==> config.mk <==
export PLATFORM = sky130hd
export DESIGN_NAME = i2s_rx_flat
export DESIGN_NICKNAME = d
export VERILOG_FILES = /design/src/rtl/i2s_rx_if.sv /design/src/rtl/i2s_rx.sv /design/src/flat_wrapper.sv
export SDC_FILE = /design/constraint.sdc
export NUM_CORES = 1
export LEC_CHECK = 0
export CORE_MARGIN = 1
export CORE_UTILIZATION = 40
export DETAILED_ROUTE_END_ITERATION = 6
export PLACE_DENSITY = 0.64
export SYNTH_ARGS = -nofsm -noshare
export SYNTH_HDL_FRONTEND = slang
export SYNTH_SLANG_ARGS = --single-unit
==> constraint.sdc <==
create_clock -name adc_clk -period 4 [get_ports adc_clk]
set_input_delay 0.8 -clock adc_clk [delete_from_list [all_inputs] [get_ports adc_clk]]
set_output_delay 0.8 -clock adc_clk [all_outputs]
set_load 0.02 [all_outputs]
==> src/rtl/i2s_rx_if.sv <==
// rtl/i2s_rx_if.sv - stereo pair output stream of the I2S receiver.
// The producer holds left/right data stable while out_valid waits on out_ready.
interface i2s_rx_if #(
  parameter int SAMPLE_SIZE = 24
);
  logic [SAMPLE_SIZE-1:0] left_data;
  logic [SAMPLE_SIZE-1:0] right_data;
  logic                   out_valid;
  logic                   out_ready;
  logic                   overrun;

  modport master (
    output left_data,
    output right_data,
    output out_valid,
    output overrun,
    input  out_ready
  );

  modport slave (
    input  left_data,
    input  right_data,
    input  out_valid,
    input  overrun,
    output out_ready
  );
endinterface

==> src/rtl/i2s_rx.sv <==
// rtl/i2s_rx.sv - I2S slave receiver: oversampled bclk/wclk/sdata, deserializes
// left/right words and presents them as a valid/ready stereo pair.
module i2s_rx #(
  parameter int SAMPLE_SIZE = 24,
  parameter int WCLK_BITS   = 32,
  parameter int BIT_CNT_W   = 6
) (
  input  logic        adc_clk,
  input  logic        rst_n,
  input  logic        i2s_bclk,
  input  logic        i2s_wclk,
  input  logic        i2s_sdata,
  i2s_rx_if.master    out_if
);

  localparam logic [BIT_CNT_W-1:0] SS_CNT   = BIT_CNT_W'(SAMPLE_SIZE);
  localparam logic [BIT_CNT_W-1:0] SS_LAST  = BIT_CNT_W'(SAMPLE_SIZE - 1);
  localparam logic [BIT_CNT_W-1:0] CNT_LAST = BIT_CNT_W'(WCLK_BITS - 1);
  localparam logic [BIT_CNT_W-1:0] CNT_ONE  = BIT_CNT_W'(1);

  typedef enum logic {
    OUT_EMPTY = 1'b0,
    OUT_FULL  = 1'b1
  } out_state_t;

  logic [1:0]             bclk_sync;
  logic [1:0]             wclk_sync;
  logic [1:0]             sdata_sync;
  logic                   bclk_prev;

  logic [BIT_CNT_W-1:0]   bit_cnt;
  logic                   channel;
  logic                   locked;
  logic                   left_ok;
  logic                   wclk_held;
  logic [SAMPLE_SIZE-1:0] shift_reg;
  logic [SAMPLE_SIZE-1:0] left_hold;
  logic [SAMPLE_SIZE-1:0] right_hold;
  logic                   pair_form;

  out_state_t             out_state;
  out_state_t             out_state_nxt;
  logic                   pair_load;
  logic                   pair_drop;
  logic [SAMPLE_SIZE-1:0] left_q;
  logic [SAMPLE_SIZE-1:0] right_q;
  logic                   overrun_q;

  logic                   wclk_s;
  logic                   sdata_s;
  logic                   bclk_rise;
  logic                   slot_start;
  logic                   capture;
  logic                   word_done;
  logic [SAMPLE_SIZE-1:0] word_next;

  // All three lines leave the synchronizer from the same stage so the
  // bclk-to-data relationship of the source is preserved.
  always_ff @(posedge adc_clk or negedge rst_n) begin
    if (!rst_n) begin
      bclk_sync  <= 2'b00;
      wclk_sync  <= 2'b00;
      sdata_sync <= 2'b00;
      bclk_prev  <= 1'b0;
    end else begin
      bclk_sync  <= {bclk_sync[0], i2s_bclk};
      wclk_sync  <= {wclk_sync[0], i2s_wclk};
      sdata_sync <= {sdata_sync[0], i2s_sdata};
      bclk_prev  <= bclk_sync[1];
    end
  end

  assign wclk_s     = wclk_sync[1];
  assign sdata_s    = sdata_sync[1];
  assign bclk_rise  = bclk_sync[1] & ~bclk_prev;
  assign slot_start = bclk_rise && (wclk_s != wclk_held);
  assign capture    = bclk_rise && !slot_start && locked && (bit_cnt < SS_CNT);
  assign word_done  = capture && (bit_cnt == SS_LAST);
  assign word_next  = {shift_reg[SAMPLE_SIZE-2:0], sdata_s};

  always_ff @(posedge adc_clk or negedge rst_n) begin
    if (!rst_n) begin
      bit_cnt    <= '0;
      channel    <= 1'b0;
      locked     <= 1'b0;
      left_ok    <= 1'b0;
      wclk_held  <= 1'b0;
      shift_reg  <= '0;
      left_hold  <= '0;
      right_hold <= '0;
      pair_form  <= 1'b0;
    end else begin
      pair_form <= word_done && channel && left_ok;
      if (slot_start) begin
        // The first bit after a wclk edge is the I2S delay bit and is dropped.
        bit_cnt   <= '0;
        channel   <= wclk_s;
        wclk_held <= wclk_s;
        locked    <= 1'b1;
        if (locked && (bit_cnt < SS_CNT)) begin
          left_ok <= 1'b0;
        end
      end else if (bclk_rise && locked) begin
        if (capture) begin
          shift_reg <= word_next;
        end
        if (bit_cnt != CNT_LAST) begin
          bit_cnt <= bit_cnt + CNT_ONE;
        end
        if (word_done) begin
          if (!channel) begin
            left_hold <= word_next;
            left_ok   <= 1'b1;
          end else if (left_ok) begin
            right_hold <= word_next;
            left_ok    <= 1'b0;
          end
        end
      end
    end
  end

  // Output stage: EMPTY until a pair is loaded, FULL while it waits for ready.
  always_ff @(posedge adc_clk or negedge rst_n) begin
    if (!rst_n) begin
      out_state <= OUT_EMPTY;
    end else begin
      out_state <= out_state_nxt;
    end
  end

  always_comb begin
    out_state_nxt = out_state;
    case (out_state)
      OUT_EMPTY: if (pair_form) out_state_nxt = OUT_FULL;
      OUT_FULL:  if (out_if.out_ready && !pair_form) out_state_nxt = OUT_EMPTY;
      default:   out_state_nxt = OUT_EMPTY;
    endcase
  end

  always_comb begin
    out_if.out_valid = (out_state == OUT_FULL);
    pair_load = pair_form && ((out_state == OUT_EMPTY) || out_if.out_ready);
    pair_drop = pair_form && (out_state == OUT_FULL) && !out_if.out_ready;
  end

  always_ff @(posedge adc_clk or negedge rst_n) begin
    if (!rst_n) begin
      left_q    <= '0;
      right_q   <= '0;
      overrun_q <= 1'b0;
    end else begin
      if (pair_load) begin
        left_q  <= left_hold;
        right_q <= right_hold;
      end
      if (pair_drop) begin
        overrun_q <= 1'b1;
      end
    end
  end

  assign out_if.left_data  = left_q;
  assign out_if.right_data = right_q;
  assign out_if.overrun    = overrun_q;

endmodule

==> src/flat_wrapper.sv <==
// flat-port wrapper written by rule: the top's interface ports become plain ports
module i2s_rx_flat 
#(
  parameter int SAMPLE_SIZE = 24,
  parameter int WCLK_BITS   = 32,
  parameter int BIT_CNT_W   = 6
)
  (adc_clk, rst_n, i2s_bclk, i2s_wclk, i2s_sdata, out_if_left_data, out_if_right_data, out_if_out_valid, out_if_overrun, out_if_out_ready);
  i2s_rx_if #(.SAMPLE_SIZE(SAMPLE_SIZE)) out_if_i ();
  input  logic adc_clk;
  input  logic rst_n;
  input  logic i2s_bclk;
  input  logic i2s_wclk;
  input  logic i2s_sdata;
  output wire logic [$bits(out_if_i.left_data)-1:0] out_if_left_data;
  output wire logic [$bits(out_if_i.right_data)-1:0] out_if_right_data;
  output wire logic [$bits(out_if_i.out_valid)-1:0] out_if_out_valid;
  output wire logic [$bits(out_if_i.overrun)-1:0] out_if_overrun;
  input wire logic [$bits(out_if_i.out_ready)-1:0] out_if_out_ready;
  assign out_if_left_data = out_if_i.left_data;
  assign out_if_right_data = out_if_i.right_data;
  assign out_if_out_valid = out_if_i.out_valid;
  assign out_if_overrun = out_if_i.overrun;
  assign out_if_i.out_ready = out_if_out_ready;
  i2s_rx #(.SAMPLE_SIZE(SAMPLE_SIZE), .WCLK_BITS(WCLK_BITS), .BIT_CNT_W(BIT_CNT_W)) u_core (.adc_clk(adc_clk), .rst_n(rst_n), .i2s_bclk(i2s_bclk), .i2s_wclk(i2s_wclk), .i2s_sdata(i2s_sdata), .out_if(out_if_i));
endmodule
==> qor.yml <==
die:
  initial_core_util_pct: 41.3
  rows: 41
  ios: 56
  die_y_um: 116
  die_w_um: 116
  core_area_sq_um: 12700
  die-area_sq_um: 13500
cells_and_area:
  fill_cells: 1101
  area_delta_synth_final_pct: 25.9
  final_cell_mix: "dfrtp_1 (138), mux2_2 (119), clkdlybuf4s50_1 (54)"
  layout_commonest_cell: "dfrtp_1"
  final_util_pct: 52.0
  n_antenna_cell: 0
  nets: 396
  drive_gt1_share_pct: 40.3
sta:
  finalSetupViolCount: 0
  max_slew.worst_pin.slew_ns: 0.945
  grt_setup_unrepaired: "false"
  period_share_pct: 60.4
  hold_viol: 0
  drv_slew: 0
  finClkSkew_ns: 0.00789
  max_freq_mhz: 414
  finalCriticalPeriod_ns: 2.42
  fin_setup_tns_ns: 0
  slew-limit-headroom_pct: 36.8
min_path:
  hp-start: "u_core.sdata_sync[0]"
  hold_depth: 0
  hp-class: "reg2reg"
  hold_end: "u_core.sdata_sync[1]"
grt:
  antenna_found_initial: 0
  groute.usage.overall_pct: 14.9
  overflow: 0
  grt_pass1_vias: 2904
  grt_first_pass_wirelength_um: 14800
  grt_max_degree: 101
drt:
  drt_first_pass_iters: 4
  wl_met1_um: 4060
  drt-initial-drc-count: 87
  top_layer: "met4"
  met2WireLength_um: 4260
  wl_met3_um: 315
  vias: 2830
  vias_per_cell: 4.93
  finalWirelength_um: 8770
  drc_errors: 0
  detail-route-antenna-nets: 0
  wl_per_cell_um: 15.3
yosys:
  ys_warn_count: 0
  synth_cell_types: 35
  synth.yosys.seq_area_share_pct: 66.0
  yosys.area.top_type: "dfrtp_1"
  synthCells: 323
  ys_top_cells_by_area: "dfrtp_1 (66%), mux2_2 (26%), buf_2 (0.86%)"
  avgSynthCellArea_sq_um: 16.2
  synth_seq_cells: 138
  synth_nets: 330
  synthesis.area_sq_um: 5230
  synth.top_cell.area_share_pct: 66.0
worst_setup_path:
  critPathCaptureType: "register"
  regToRegSetupSlack_ns: 1.58
  worst-endpoint-arrival_ns: 2.71
  cp.required_ns: 4.29
  cp-start-kind: "register"
  path_class: "reg2reg"
  reg2reg_from: "u_core.bit_cnt[0]"
  r2r-end: "u_core.left_hold[8]"
  reg2reg_depth: 4
  worstPathMaxFanout: 24
clocking:
  cts_tree: "yes"
  htree_levels: 4
  cts_buffers: 17
  clock_latency_ns: 0.41
  clk_pin_slew_ns: 0.06
  clk_path_buf_depth: 2
  root_buffer: "clkbuf_16"
  cts_resized: 0
  numClockSinks: 138
  cts_hold_buf: 0
  cts_setup_buffers: 0
place:
  portBuffers: 55
  dp_hpwl_um: 5260
  gp_congestion: 0.737
power:
  leakagePower_nw: 3.23
  ir_drop_mv: 0.221
  powerDensity_nw_per_um2: 493
outcome:
  outcome: "completed"
job:
  drv_cap: 0
[cell type report]
cell class	instances	area, sq um	area share, %
Clock inverter	10	139	2.11
Inverter	1	3.75	0.0570
Timing Repair Buffer	60	589	8.95
Sequential cell	138	3450	52.4
Tap cell	172	215	3.27
Multi-Input combinational cell	171	1700	25.8
Clock buffer	22	484	7.35
[power by group]
group	total [mW]	switching, mW	internal, mW
Clock	1.62	0.572	1.05
Combinational	0.126	0.0682	0.0580
Sequential	1.50	0.0542	1.45
Total	3.25	0.694	2.55
[how the worst max path moves through the flow]
| stage | start | to | slack, ns | cells after the start |
|---|---|---|---|---|
| after floorplan | out_if_out_ready | u_core.out_if.right_data[10] | 2.06 | 5 |
| after global placement | out_if_out_ready | u_core.out_if.left_data[21] | 1.49 | 5 |
| after detailed placement | out_if_out_ready | u_core.out_if.left_data[20] | 1.46 | 5 |
| after CTS | u_core.bit_cnt[0] | u_core.left_hold[8] | 1.51 | 4 |
| after global routing | u_core.bit_cnt[1] | u_core.left_hold[8] | 1.43 | 4 |
| final | u_core.bit_cnt[0] | u_core.left_hold[8] | 1.58 | 4 |
[cell usage after synthesis]
cell        n
buf_2       9
nor4_4      1
a21oi_1     4
nand2_1     7
dfrtp_1   138
nand4_1     1
or2_2       1
nand3b_2    1
nand2b_1    4
a41oi_1     2
o31ai_1     1
mux2_2    119
and3b_2     1
nor3_1      2
mux2i_1     2
or4b_1      1
a311oi_1    1
buf_6       2
a211oi_1    1
nor2b_1     1
inv_1       1
mux2_1      1
o32a_1      1
ha_1        1
a21boi_0    1
nand3b_1    1
nand3_1     3
and3b_1     1
nand4_2     1
clkbuf_1    2
o21ai_0     3
o2111a_1    1
xnor2_1     1
o21bai_1    1
nor2_1      5
[cells by family after synthesis]
group           Yosys count  synth area share, %
compound gates           16                 2.15
xor+xnor                  1                0.167
fa+ha+maj                 1                0.239
buf+inv                  14                 1.51
flops                   138                 66.0
mux                     122                 26.2
simple gates             31                 3.73
[per-stage QoR]
step | setup WS, ns | std cells | power [mW] | hold slack [ns] | instance area (sq um)
floorplan | 2.06 | 323 | 1.59 | 0.331 | 5230
global placement | 1.49 | 542 | 1.65 | 0.332 | 5960
detailed placement | 1.46 | 542 | 1.65 | 0.335 | 5960
CTS | 1.51 | 574 | 3.29 | 0.346 | 6590
global route | 1.43 | 574 | 3.37 | 0.369 | 6590
finish | 1.58 | 574 | 3.25 | 0.346 | 6590
[worst max-delay path: stages (launching register included)]
cell,delay (ns)
dfrtp_1,0.42
ha_1,0.31
and3b_2,0.25
nand4_2,0.74
mux2_2,0.57
[per-layer routing]
layer | vias up | GRT usage (%)
met2 | 67 | 22.9
li1 | 1288 | -
met1 | 1463 | 19.3
met4 | 0 | 6.41
met5 | - | 0
met3 | 12 | 4.83
Power figures use the tool's default switching activity.
